### src/rtl/acc_dump.sv
// Block accumulator: sums signed samples in blocks of a programmable length and
// dumps each saturated block sum as a one-cycle pulse, with restart via sync.
module acc_dump #(
    parameter int DIN_WIDTH = 16,
    parameter int ACC_WIDTH = 32,
    parameter int LEN_WIDTH = 8
) (
    input  logic                        clk,
    input  logic                        rst,
    input  logic                        en,
    input  logic                        sync,
    input  logic [LEN_WIDTH-1:0]        dump_len,
    input  logic                        din_valid,
    input  logic signed [DIN_WIDTH-1:0] din,
    output logic signed [ACC_WIDTH-1:0] dout,
    output logic                        dout_valid,
    output logic                        dout_sat
);

    typedef enum logic {IDLE, RUN} state_t;

    localparam logic signed [ACC_WIDTH-1:0] ACC_MAX = {1'b0, {(ACC_WIDTH-1){1'b1}}};
    localparam logic signed [ACC_WIDTH-1:0] ACC_MIN = {1'b1, {(ACC_WIDTH-1){1'b0}}};

    state_t                        r_state;
    state_t                        w_next;
    logic signed [ACC_WIDTH-1:0]   r_acc;
    logic [LEN_WIDTH-1:0]          r_cnt;
    logic                          r_sticky;
    logic [LEN_WIDTH-1:0]          r_len;
    logic signed [ACC_WIDTH-1:0]   r_dout;
    logic                          r_doutValid;
    logic                          r_doutSat;

    logic                          w_run;
    logic                          w_load;
    logic                          w_accept;
    logic                          w_last;
    logic [LEN_WIDTH-1:0]          w_lenIn;
    logic [LEN_WIDTH-1:0]          w_lenCur;
    logic signed [ACC_WIDTH-1:0]   w_accBase;
    logic [LEN_WIDTH-1:0]          w_cntBase;
    logic                          w_stickyBase;
    logic signed [ACC_WIDTH:0]     w_sumWide;
    logic                          w_clamp;
    logic signed [ACC_WIDTH-1:0]   w_sumSat;

    always_ff @(posedge clk or posedge rst) begin
        if (rst) begin
            r_state <= IDLE;
        end else begin
            r_state <= w_next;
        end
    end

    always_comb begin
        w_next = r_state;
        case (r_state)
            IDLE:    if (en)  w_next = RUN;
            RUN:     if (!en) w_next = IDLE;
            default: w_next = IDLE;
        endcase
    end

    always_comb begin
        w_run    = (r_state == RUN) && en;
        w_load   = ((r_state == IDLE) && en) || (w_run && sync);
        w_accept = w_run && din_valid;
    end

    // A sync restarts the block this cycle, so the sample arriving with it is
    // counted against the freshly presented length rather than the old one.
    always_comb begin
        w_lenIn      = (dump_len == '0) ? LEN_WIDTH'(1) : dump_len;
        w_lenCur     = (w_run && sync) ? w_lenIn : r_len;
        w_accBase    = (w_run && !sync) ? r_acc : '0;
        w_cntBase    = (w_run && !sync) ? r_cnt : '0;
        w_stickyBase = w_run && !sync && r_sticky;
        w_sumWide    = (ACC_WIDTH+1)'(w_accBase) + (ACC_WIDTH+1)'(din);
        w_clamp      = w_sumWide[ACC_WIDTH] != w_sumWide[ACC_WIDTH-1];
        if (w_clamp) begin
            w_sumSat = w_sumWide[ACC_WIDTH] ? ACC_MIN : ACC_MAX;
        end else begin
            w_sumSat = w_sumWide[ACC_WIDTH-1:0];
        end
        w_last = w_accept && ((w_cntBase + LEN_WIDTH'(1)) == w_lenCur);
    end

    always_ff @(posedge clk or posedge rst) begin
        if (rst) begin
            r_acc       <= '0;
            r_cnt       <= '0;
            r_sticky    <= 1'b0;
            r_len       <= LEN_WIDTH'(1);
            r_dout      <= '0;
            r_doutValid <= 1'b0;
            r_doutSat   <= 1'b0;
        end else begin
            r_doutValid <= 1'b0;
            if (w_load) begin
                r_len <= w_lenIn;
            end
            if (!w_run) begin
                r_acc    <= '0;
                r_cnt    <= '0;
                r_sticky <= 1'b0;
            end else if (w_last) begin
                r_acc       <= '0;
                r_cnt       <= '0;
                r_sticky    <= 1'b0;
                r_dout      <= w_sumSat;
                r_doutSat   <= w_stickyBase || w_clamp;
                r_doutValid <= 1'b1;
                r_len       <= w_lenIn;
            end else if (w_accept) begin
                r_acc    <= w_sumSat;
                r_cnt    <= w_cntBase + LEN_WIDTH'(1);
                r_sticky <= w_stickyBase || w_clamp;
            end else begin
                r_acc    <= w_accBase;
                r_cnt    <= w_cntBase;
                r_sticky <= w_stickyBase;
            end
        end
    end

    assign dout       = r_dout;
    assign dout_valid = r_doutValid;
    assign dout_sat   = r_doutSat;

endmodule

### config.mk
export PLATFORM = sky130hd
export DESIGN_NAME = acc_dump
export DESIGN_NICKNAME = d
export VERILOG_FILES = /design/src/rtl/acc_dump.sv
export SDC_FILE = /design/constraint.sdc
export NUM_CORES = 1
export LEC_CHECK = 0
export CELL_PAD_IN_SITES_DETAIL_PLACEMENT = 0
export CELL_PAD_IN_SITES_GLOBAL_PLACEMENT = 1
export CORE_MARGIN = 4
export CORE_UTILIZATION = 40
export CTS_CLUSTER_SIZE = 8
export DETAILED_ROUTE_END_ITERATION = 8
export GPL_TIMING_DRIVEN = 0
export HOLD_SLACK_MARGIN = 0.02
export PLACE_DENSITY = 0.73
export SKIP_LAST_GASP = 1
export SLEW_MARGIN = 15
export SYNTH_ARGS = -nofsm -noshare
export SYNTH_HDL_FRONTEND = slang
export SYNTH_SLANG_ARGS = --single-unit
export TNS_END_PERCENT = 100
### constraint.sdc
create_clock -name clk -period 9.17 [get_ports clk]
set_input_delay 1.3755 -clock clk [delete_from_list [all_inputs] [get_ports clk]]
set_output_delay 1.3755 -clock clk [all_outputs]
set_load 0.02 [all_outputs]
# Yosys cells after proc, flatten, opt, wreduce, memory -nomap -nowiden
# Cells that the tools add are included.
[totals]
ff_bits = 84
input_bits = 29
output_inout_bits = 34
elab_cells = 46
[op_classes]
n_addsub = 2
eq_ne = 2
muxes = 21
bitwise_logic = 1
reduce_logical = 12
[ops]
columns = ["op", "count"]
rows = [
  ["$mux 32", 6],
  ["$mux 8", 9],
  ["$add 32x16->33", 1],
  ["$add 8x1->8 const B", 1],
  ["$eq 8x8->1", 1],
  ["$logic_not 8->1", 1],
  ["$logic_and 1x1->1", 7],
  ["$mux 1", 6],
  ["$logic_or 1x1->1", 2],
  ["$reduce_and 2->1", 1],
  ["$logic_not 1->1", 1],
  ["$ne 1x1->1", 1],
  ["$not 1->1", 1],
]

# Logic depth before layout (Yosys ltp)
[depth]
word_depth = 9
depth_mapped = 17
depth_no_buf = 13

# Worst setup path before layout
# Ideal clock, no wire load.
[synth_timing]
path_type = "input port to flip-flop"
startpoint = "input port sync"
endpoint = "register r_dout[0] (netlist: dout[0])"
arrival_time_ps = 4536
slack_ps = 4513
path_stages = 16
path_cell_list = "buf_2 > and3b_1 > clkbuf_2 > and2_1 > ha_1 > fa_1 > a211o_1 > a21oi_2 > a22o_4 > o2111ai_4 > a21oi_4 > o21ai_1 > a22o_2 > or2_4 > buf_6 > o22a_1"
[synth_via]
elab_chain_cells = 7
word_cells_on_any_way = 14
cone_classes = "add/sub: 2; eq/ne: 2; mux: 5; reduce/logical: 5"
[synth_lines]
columns = ["element", "line", "text"]
rows = [
  ["from (decl)", "11", "input logic sync,"],
  ["parallel branches: the longest is 7 deep, another holds $add 32x16->33", "--", ""],
  ["to (signal assigned)", "111", "r_dout <= w_sumSat;"],
  ["to (decl)", "31", "logic signed [ACC_WIDTH-1:0] r_dout;"],
]
# Several ways; the timed one is not identified.
# A chain may end at the register's enable or synchronous reset.

# Final worst setup path
[layout_timing]
startpoint = "input port en"
endpoint = "register r_dout[2] (netlist: dout[2])"
[layout_via]
elab_chain_cells = 7
word_cells_on_any_way = 15
cone_classes = "add/sub: 2; eq/ne: 2; mux: 5; reduce/logical: 6"
[layout_lines]
columns = ["element", "line", "text"]
rows = [
  ["from (decl)", "10", "input logic en,"],
  ["$logic_and 1x1->1 (*)", "66", "w_run = (r_state == RUN) && en;"],
  ["parallel branches: the longest is 6 deep, another holds $add 32x16->33", "--", ""],
]
# Every way passes the cells marked *.

==> parameters.txt <==
Parameter                              Value

Critical path
  Slowest CP cell ... sky130_fd_sc_hd__clkdlybuf4s50_1
  Maximum fanout along the worst path ... 10
  Setup crit end kind ... flop
  Crit path DAT ... 5.71 ns
  Critical path start-end classification ... primary input to flop
  Required arrival time at the worst endpoint ... 9.38 ns
  Delay of the slowest cell on the worst path ... 0.53 ns
  Kind of start point of the critical path ... primary input
  Ordered list of cells on the worst path ... clkdlybuf4s50_1 -> and3b_1 -> clkbuf_2 -> clkbuf_1 -> and2_1 -> ha_1 -> o211ai_1 -> o21a_1 -> a211oi_2 -> o21ai_1 -> o21ai_2 -> o2111a_1 -> o21bai_1 -> buf_4 -> nand2b_1 -> a21oi_1

Power and ir drop
  Clock network fraction of design power ... 0.344
  Pwr per Cell Area ... 143 mW/mm²
  Net load switching power ... 0.295 mW
  Switching share of total power ... 0.295
  Int Pwr ... 0.703 mW
  Worst voltage drop across the vdd grid ... 95.1 µV
  Seq pwr share ... 0.426
  Logic pwr share ... 0.230
  LEAKAGE ... 3.02 nW

Detailed routing
  Routed via count divided by cell count ... 5.52
  Mean routed wirelength per cell ... 17.8 µm
  First DRT Iteration DRCs ... 276
  Residual DRC ... 0
  First-pass DRT Iterations ... 5
  Overall routed net length ... 16,600 µm
  Via count of the routed design ... 5,151
  Antenna Violating Nets Remaining ... 0

Timing
  Setup repair after global routing missed its margin ... no
  Number of setup violations in the final report ... 0
  Final setup TNS ... 0 ns
  Count of endpoints failing hold in the final timing report ... 0
  Slew headroom ... 0.436
  Minimum clock period ... 5.50 ns
  Number of slew-limit violations in the final report ... 0
  Worst clock skew ... 0.00774 ns
  Pin slew with the least headroom to its limit ... 0.844 ns
  Maximum clock rate ... 182 MHz
  Final cycle utilization of the critical path ... 0.600

Synthesis
  Syn. warnings ... 0
  Synth Cell Area ... 0.00587 mm²
  Synthesized netlist cell count ... 672
  Synthesized area divided by synthesized cell count ... 8.73 µm²
  Number of flops mapped to enable cells by yosys ... 0
  Number of register bits inferred by synthesis ... 84
  Ys flop type ... sky130_fd_sc_hd__dfrtp_1
  Share of synthesized area occupied by flip-flops and latches ... 0.358
  Number of distinct standard cells referenced by the synthesized netlist ... 64
  Post-synth ARST share ... 1.00
  Net Count, Synth ... 735

Cells and area
  Total inserted antenna cells ... 0
  Share of layout cells above drive strength 1 ... 0.0854
  Final layout net count ... 807
  Final instance area ... 0.00700 mm²
  Layout overhead on the synthesized area ... 19.3%
  Final standard cell utilization of the core ... 0.483
  Number of fillers in the final layout ... 1,394

Placement
  Post-Place Cell Area ... 0.00673 mm²
  RD Place Congestion ... 0.924
  Detailed Place HPWL ... 12,400 µm
  Number of port buffers ... 60

Global route
  First-pass GRT wire length ... 27,100 µm
  Largest net degree at the start of global routing ... 52
  Antenna violations before repair ... 0
  Global route total overflow ... 0
  Total track usage ... 0.206
  Via count of the first global-routing pass ... 5,238

Clock tree
  Clock tree sinks ... 84
  H-Tree Depth ... 3
  CTS tree ... done
  Hold buffers post-CTS ... 0
  CTS root buf ... sky130_fd_sc_hd__clkbuf_16
  Clock insertion delay at the later pin of the skew report ... 0.35 ns
  CTS clk-pin slew, worst paths ... 0.06 ns
  Inserted Clock Buffers ... 9
  Maximum number of buffers from clock root to sink ... 2
  Post-CTS setup buffers ... 0
  Resized Gates After CTS ... 0

Hold path
  Class of the most critical hold timing path ... flop to flop

Floorplanning
  DIE AREA ... 0.0167 mm²
  Initial core utilization ... 0.405
  Die span in x ... 129 µm
  Die Y-Extent ... 129 µm
  Core region area ... 0.0145 mm²
  Ports ... 63
  Row count ... 44

Outcome
  Run status ... finished clean

Job
  Max_cap viols ... 0
-- worst max-delay path, delay by kind of cell --
family          cells  cell delay (ns)
fa+ha+maj           1             0.25
compound gates      8             2.02
simple gates        3             0.59
buf+inv             4             1.46
-- final timing paths --
check                                         from                   to  slack, ns  cells past startpoint
max in group asynchronous                      rst  r_acc[18]$_DFF_PP0_       7.15                      3
worst min register to register  r_len[0]$_DFF_PP1_   r_len[0]$_DFF_PP1_       0.48                      2
worst max register to register   r_state$_DFF_PP0_  dout[2]$_DFFE_PP0P_       4.80                     15
worst min-delay path            r_len[0]$_DFF_PP1_   r_len[0]$_DFF_PP1_       0.48                      2
worst max-delay path                            en  dout[2]$_DFFE_PP0P_       3.67                     16
min in group asynchronous                      rst   r_len[4]$_DFF_PP0_       1.40                      2
-- cell type report --
class / instances / area [µm²] / share of cell area
buffer: 35 / 175 / 0.0250
timing repair buffer: 61 / 628 / 0.0897
inverter: 19 / 73.8 / 0.0105
clock inverter: 5 / 27.5 / 0.00393
sequential: 84 / 2100 / 0.300
clock buffer: 11 / 243 / 0.0347
tap: 184 / 230 / 0.0329
multi-input combinational: 534 / 3520 / 0.503
-- metal layers --
layer  vias up  wire length [µm]  track usage
li1       2559                 -            -
met1      2461              7970        0.279
met2       110              7860        0.340
met3        21               578       0.0359
met4         0               241       0.0593
met5         -                 0            0
-- kinds of logic after synthesis --
family,share of synthesized area
AND/OR/NAND/NOR,0.211
XOR/XNOR,0.0642
multiplexers,0.0239
adder cells (fa/ha/maj),0.0738
AO/OA/AOI/OAI,0.227
flip-flops,0.358
buffers and inverters,0.0420
-- power by group through the flow --
stage          clock network, mW  logic [mW]  registers [mW]
2_1_floorplan                  0      0.0980           0.464
3_3_place_gp                   0       0.227           0.430
3_5_place_dp                   0       0.230           0.433
4_1_cts                    0.354       0.232           0.426
5_1_grt                    0.367       0.249           0.430
6_report                   0.344       0.229           0.425
-- synthesized netlist by cell type (all sizes together) (3+ instances only) --
library cell	number	share of area
inv	18	0.012
nor3	6	0.0051
and4	3	0.0045
a211oi	14	0.019
o22a	22	0.033
nor2	65	0.042
nand3	11	0.011
o22ai	5	0.0053
dfrtp	83	0.35
o211ai	6	0.0077
or3	14	0.015
o21bai	10	0.013
o21a	7	0.0090
and2	35	0.038
nand4	7	0.0085
mux2i	5	0.0085
a31oi	30	0.035
nand2b	11	0.013
nor4	4	0.0079
ha	33	0.070
buf	20	0.020
a21oi	49	0.044
xor2	19	0.028
a21o	12	0.015
mux2	8	0.015
xnor2	24	0.036
nor2b	7	0.0075
o21ai	26	0.023
nand2	84	0.054
clkbuf	15	0.0098
-- sequential cells by signal, indices dropped and copies added (netlist names) --
name	count
dout	32
r_state	1
r_sticky	1
dout_sat	1
r_acc	32
dout_valid	1
r_cnt	8
r_len	8
-- through the flow --
step | setup WS [ns] | instances | total power [mW] | hold WS (ns)
floorplan | 4.51 | 672 | 0.562 | 0.451
global placement | 3.30 | 916 | 0.657 | 0.466
detailed placement | 3.32 | 917 | 0.663 | 0.475
CTS | 3.68 | 933 | 1.01 | 0.487
global route | 3.33 | 933 | 1.05 | 0.524
finish | 3.67 | 933 | 0.998 | 0.483
-- cells in the final DEF (no fill, tap or decap), types with 2 or more instances in the layout --
cell,instances
sky130_fd_sc_hd__mux2_2,8
sky130_fd_sc_hd__and4_1,3
sky130_fd_sc_hd__clkinv_2,4
sky130_fd_sc_hd__buf_2,16
sky130_fd_sc_hd__and2_1,34
sky130_fd_sc_hd__nor4_1,2
sky130_fd_sc_hd__xnor2_1,24
sky130_fd_sc_hd__nor3_1,6
sky130_fd_sc_hd__clkdlybuf4s50_1,60
sky130_fd_sc_hd__o22ai_1,5
sky130_fd_sc_hd__clkbuf_16,9
sky130_fd_sc_hd__o21ai_0,22
sky130_fd_sc_hd__o211ai_1,6
sky130_fd_sc_hd__inv_1,17
sky130_fd_sc_hd__buf_4,2
sky130_fd_sc_hd__buf_6,2
sky130_fd_sc_hd__a211o_1,2
sky130_fd_sc_hd__a211oi_1,13
sky130_fd_sc_hd__nor2_1,64
sky130_fd_sc_hd__a21o_1,12
sky130_fd_sc_hd__o22a_1,22
sky130_fd_sc_hd__nand3_2,2
sky130_fd_sc_hd__mux2i_1,5
sky130_fd_sc_hd__nor2b_1,7
sky130_fd_sc_hd__ha_1,33
sky130_fd_sc_hd__a21oi_1,47
sky130_fd_sc_hd__nand4_1,6
sky130_fd_sc_hd__o21ai_1,3
sky130_fd_sc_hd__dfrtp_1,83
sky130_fd_sc_hd__o21a_1,7
sky130_fd_sc_hd__or3_1,14
sky130_fd_sc_hd__nand2_1,84
sky130_fd_sc_hd__a31oi_1,29
sky130_fd_sc_hd__nand2b_1,10
sky130_fd_sc_hd__nand3_1,9
sky130_fd_sc_hd__o21bai_1,10
sky130_fd_sc_hd__xor2_1,19
sky130_fd_sc_hd__clkbuf_1,15
Power figures use the tool's default switching activity.
==> variant 1, RTL diff (config.mk and constraints unchanged) <==
Add an input register stage for `en`, `sync`, `dump_len`, `din_valid` and `din`; this delays them by one clock. Comments in the files are not updated.
--- a/src/rtl/acc_dump.sv
+++ b/src/rtl/acc_dump.sv
@@ -21,6 +21,20 @@
 
     localparam logic signed [ACC_WIDTH-1:0] ACC_MAX = {1'b0, {(ACC_WIDTH-1){1'b1}}};
     localparam logic signed [ACC_WIDTH-1:0] ACC_MIN = {1'b1, {(ACC_WIDTH-1){1'b0}}};
+
+    logic en_q;
+    logic sync_q;
+    logic [LEN_WIDTH-1:0] dump_len_q;
+    logic din_valid_q;
+    logic signed [DIN_WIDTH-1:0] din_q;
+
+    always_ff @(posedge clk) begin
+        en_q        <= en;
+        sync_q      <= sync;
+        dump_len_q  <= dump_len;
+        din_valid_q <= din_valid;
+        din_q       <= din;
+    end
 
     state_t                        r_state;
     state_t                        w_next;
@@ -56,27 +70,27 @@
     always_comb begin
         w_next = r_state;
         case (r_state)
-            IDLE:    if (en)  w_next = RUN;
-            RUN:     if (!en) w_next = IDLE;
+            IDLE:    if (en_q)  w_next = RUN;
+            RUN:     if (!en_q) w_next = IDLE;
             default: w_next = IDLE;
         endcase
     end
 
     always_comb begin
-        w_run    = (r_state == RUN) && en;
-        w_load   = ((r_state == IDLE) && en) || (w_run && sync);
-        w_accept = w_run && din_valid;
+        w_run    = (r_state == RUN) && en_q;
+        w_load   = ((r_state == IDLE) && en_q) || (w_run && sync_q);
+        w_accept = w_run && din_valid_q;
     end
 
     // A sync restarts the block this cycle, so the sample arriving with it is
     // counted against the freshly presented length rather than the old one.
     always_comb begin
-        w_lenIn      = (dump_len == '0) ? LEN_WIDTH'(1) : dump_len;
-        w_lenCur     = (w_run && sync) ? w_lenIn : r_len;
-        w_accBase    = (w_run && !sync) ? r_acc : '0;
-        w_cntBase    = (w_run && !sync) ? r_cnt : '0;
-        w_stickyBase = w_run && !sync && r_sticky;
-        w_sumWide    = (ACC_WIDTH+1)'(w_accBase) + (ACC_WIDTH+1)'(din);
+        w_lenIn      = (dump_len_q == '0) ? LEN_WIDTH'(1) : dump_len_q;
+        w_lenCur     = (w_run && sync_q) ? w_lenIn : r_len;
+        w_accBase    = (w_run && !sync_q) ? r_acc : '0;
+        w_cntBase    = (w_run && !sync_q) ? r_cnt : '0;
+        w_stickyBase = w_run && !sync_q && r_sticky;
+        w_sumWide    = (ACC_WIDTH+1)'(w_accBase) + (ACC_WIDTH+1)'(din_q);
         w_clamp      = w_sumWide[ACC_WIDTH] != w_sumWide[ACC_WIDTH-1];
         if (w_clamp) begin
             w_sumSat = w_sumWide[ACC_WIDTH] ? ACC_MIN : ACC_MAX;
Check against the original RTL: not equivalent (Yosys sat finds a counterexample within 4 cycles, from zero or initial values and one cycle with rst high).
==> variant 1 against the original RTL <==
- sequential cell count rose by 27
- design area rose by 10%
- power rose by 28%
- synthesized area rose by 10%
- highest routed layer unchanged
- critical path type is now reg2reg
- routed wire length rose by 9.9%
- setup slack improved by 430 ps
- core utilization rose by 0.30 points
- die area rose by 9.5%
- combinational power rose by 10%
- non-clock buffer count rose by 12
==> variant 1: results (changes against the original RTL) <==
* Status: completed
* Met3 usage at 4.061% (+0.47 points)
* RR Startpoint: en_q
* Synth cell types at 60 (-6.3%)
* Worst-path clk slew at 80 ps (+20 ps)
* Clock-net power at 457 uW (+33%)
* Vias in the first global route at 5,630 (+7.5%)
* Area contributors post-synth: dfrtp_1, dfxtp_1, ha_1, nand2_1, xnor2_1
* Largest net degree at the start of global routing at 59 (+13%)
* Sequential fraction of the synthesis area at 40.91% (+5.1 points)
* Placed cells at 990 (+8.0%)
* Metal-1 WL at 8358 um (+4.9%)
* Routed WL per cell at 18.18 um (+1.9%)
* Placed Area at 7383 sq um (+9.7%)
* Fill cell count at 1,560 (+12%)
* Met1 GRT Util at 27.69% (-0.24 points)
* Met2 wire len at 8784 um (+12%)
* Worst-case clock skew at 9.004 ps (+1.265 ps)
* Fraction of layout cells with a size suffix above 1 at 6.835% (-1.7 points)
* GP Congestion at 0.9382 (+1.5%)
* Normalized max-slew margin at 44.84% (+1.3 points)
* Pleak at 0.003335 uW (+11%)
* Cell internal pwr at 926.5 uW (+32%)
* DR WL met3 at 904 um (+56%)
* Hpwl dp at 13,730 um (+11%)
* Nets at 848 (+5.1%)
* Hold Path Stages at 0 (-2)
* FF-to-FF path depth at 16 (+1)
* Maximum vdd drop at 0.0001160 V (+22%)
* Post-synth top cells: dfrtp_1, nand2_1, nor2_1
* Place WS at 4096 ps (+774.8 ps)
* Power Density at 164.8 nW/um^2 (+16%)
* Reg2reg end: r_acc[1]
* Asr flop ratio synth at 75.68% (-24 points)
* Worst hold slack at 421.3 ps (-62.14 ps)
## variant 1: changes by cell type after synthesis, sizes merged, moves of 6 or more
cell and change:
and3 +36, clkbuf +15, dfxtp +27, nand2 -9, a21oi -7, o22a -22, a31oi +9, nor2 -19
nand2b +7, o211ai +24, o21ai -6, and2 -29, o21a +19
## variant 1: critical path, stage by stage, from the launching register on
cell	delay [ps]
dfxtp_1	420
and2_1	260
clkbuf_1	460
clkbuf_1	470
and3_1	270
ha_1	190
fa_1	240
a211oi_1	120
o211ai_1	320
nand3_1	240
a21o_1	260
nand3_1	170
o21ba_2	200
nor3_1	630
clkbuf_2	410
nand2_1	100
a31oi_1	210
## variant 1: cells by family after synthesis
family | after synthesis | synth area share, %
buffers and inverters | 58 | 3.814
AO/OA/AOI/OAI | 216 | 22.67
XOR/XNOR | 43 | 5.828
adder cells (fa/ha/maj) | 34 | 6.699
flip-flops | 111 | 40.91
AND/OR/NAND/NOR | 237 | 18.04
multiplexers | 12 | 2.033
## variant 1: area by class of cell
cell class                      instances  area (sq um)  share of cell area [%]
Buffer                                 45         197.7                   2.558
Tap cell                              216         270.3                   3.497
Clock inverter                          6         115.1                   1.490
Timing Repair Buffer                   63         648.1                   8.387
Inverter                               13         51.30                  0.6639
Multi-Input combinational cell        542          3572                   46.23
Sequential cell                       111          2644                   34.21
Clock buffer                           10         229.0                   2.963
## variant 1: how the worst max path moves through the flow
stage / start / to / slack (ps) / cells after the start
after floorplan: sync_q / dout[28] / 5440 / 16
after global placement: rst / r_acc[5] / 4140 / 2
after detailed placement: sync_q / r_acc[1] / 4100 / 16
after CTS: sync_q / r_acc[1] / 4070 / 16
after global routing: sync_q / r_acc[17] / 3780 / 16
final: en_q / r_acc[1] / 4100 / 16
==> variant 2, RTL diff (config.mk and constraints unchanged) <==
Made on the original files. Set the parameter `LEN_WIDTH` to 32 (it was 8).
--- a/src/rtl/acc_dump.sv
+++ b/src/rtl/acc_dump.sv
@@ -3,7 +3,7 @@
 module acc_dump #(
     parameter int DIN_WIDTH = 16,
     parameter int ACC_WIDTH = 32,
-    parameter int LEN_WIDTH = 8
+    parameter int LEN_WIDTH = 32
 ) (
     input  logic                        clk,
     input  logic                        rst,
Interface: changed (resized dump_len); port bits go from 63 to 87. The function was not compared with the original's and may differ.
==> variant 2 against the original RTL <==
- global-route usage rose by 4.5 points
- maximum frequency fell by 29%
- non-clock buffer count rose by 64
- critical path depth up 2
- sequential cell count rose by 48
- clock skew rose by 2.1 ps
- power rose by 69%
- via count up 76%
- count of clock-buffer cells in the layout grew 9
- setup slack got worse by 2200 ps
- design area rose by 66%
- sequential share of layout area is 1.6 points lower
- routed wire length up 99%
- synthesized area grew 64%
==> variant 2: results (changes against the original RTL) <==
* Status: completed
* Cts bufs inserted at 17 (+8)
* Syn Area/Cell at 8.567 sq um (-1.9%)
* Worst skew pair latency at 430 ps (+80 ps)
* Fraction of layout cells with a size suffix above 1 at 6.672% (-1.9 points)
* Sequential fraction of the synthesis area at 34.32% (-1.5 points)
* Vias at 9,089 (+76%)
* Maximum vdd drop at 0.0001015 V (+6.7%)
* H-tree levels at 4 (+1)
* Hpwl dp at 24,560 um (+99%)
* First-pass GRT wire length at 51,690 um (+91%)
* CP Capture Point: dout[31]
* PortBufs at 86 (+43%)
* Pleak at 0.004678 uW (+55%)
* Critical Path Start: sync
* Hold Path Sink: r_len[26]
* Vias in the first global route at 8,759 (+67%)
* CP top delay family: simple AND/OR/NAND/NOR gates
* Met3 usage at 3.936% (+0.35 points)
* Max incr delay on CP at 910 ps (+380 ps)
* Nets at 1,318 (+63%)
* GP Congestion at 0.9392 (+1.7%)
* DR WL met3 at 1664 um (+190%)
* HP Start: r_len[26]
* FF-to-FF setup slack at 2710 ps (-2090 ps)
* Worst-Margin Slew at 1080 ps (+236.0 ps)
* Sw Pwr at 452.2 uW (+53%)
* Gr usage total at 25.07% (+4.5 points)
==> variant 2: layout make-up <==
class,count,area [sq um]
Buffer,72,327.8
Clock buffer,20,456.7
Clock inverter,12,225.2
Fill cell,2351,11920
Inverter,30,120.1
Multi-Input combinational cell,890,5889
Sequential cell,132,3304
Tap cell,319,399.1
Timing Repair Buffer,88,895.9
==> variant 2: kinds of logic (layout without fill, tap and decap cells) <==
family	Yosys count	count (layout)	share of synthesized area, %
adders and majority gates	44	44	5.535
and+or+nand+nor	440	440	23.93
xor gates and xnor gates	81	81	7.367
buffers and inverters	102	222	4.574
muxes	61	61	6.874
DFF	132	132	34.32
AOI/OAI and AO/OA	264	264	17.40
==> variant 2: power groups by stage <==
stage               Clock (uW)  Combinational (uW)  Sequential [uW]
floorplan                    0                 164              628
global placement             0                 252              633
detailed placement           0                 255              633
CTS                        816                 256              623
global route               842                 282              626
finish                     807                 257              624
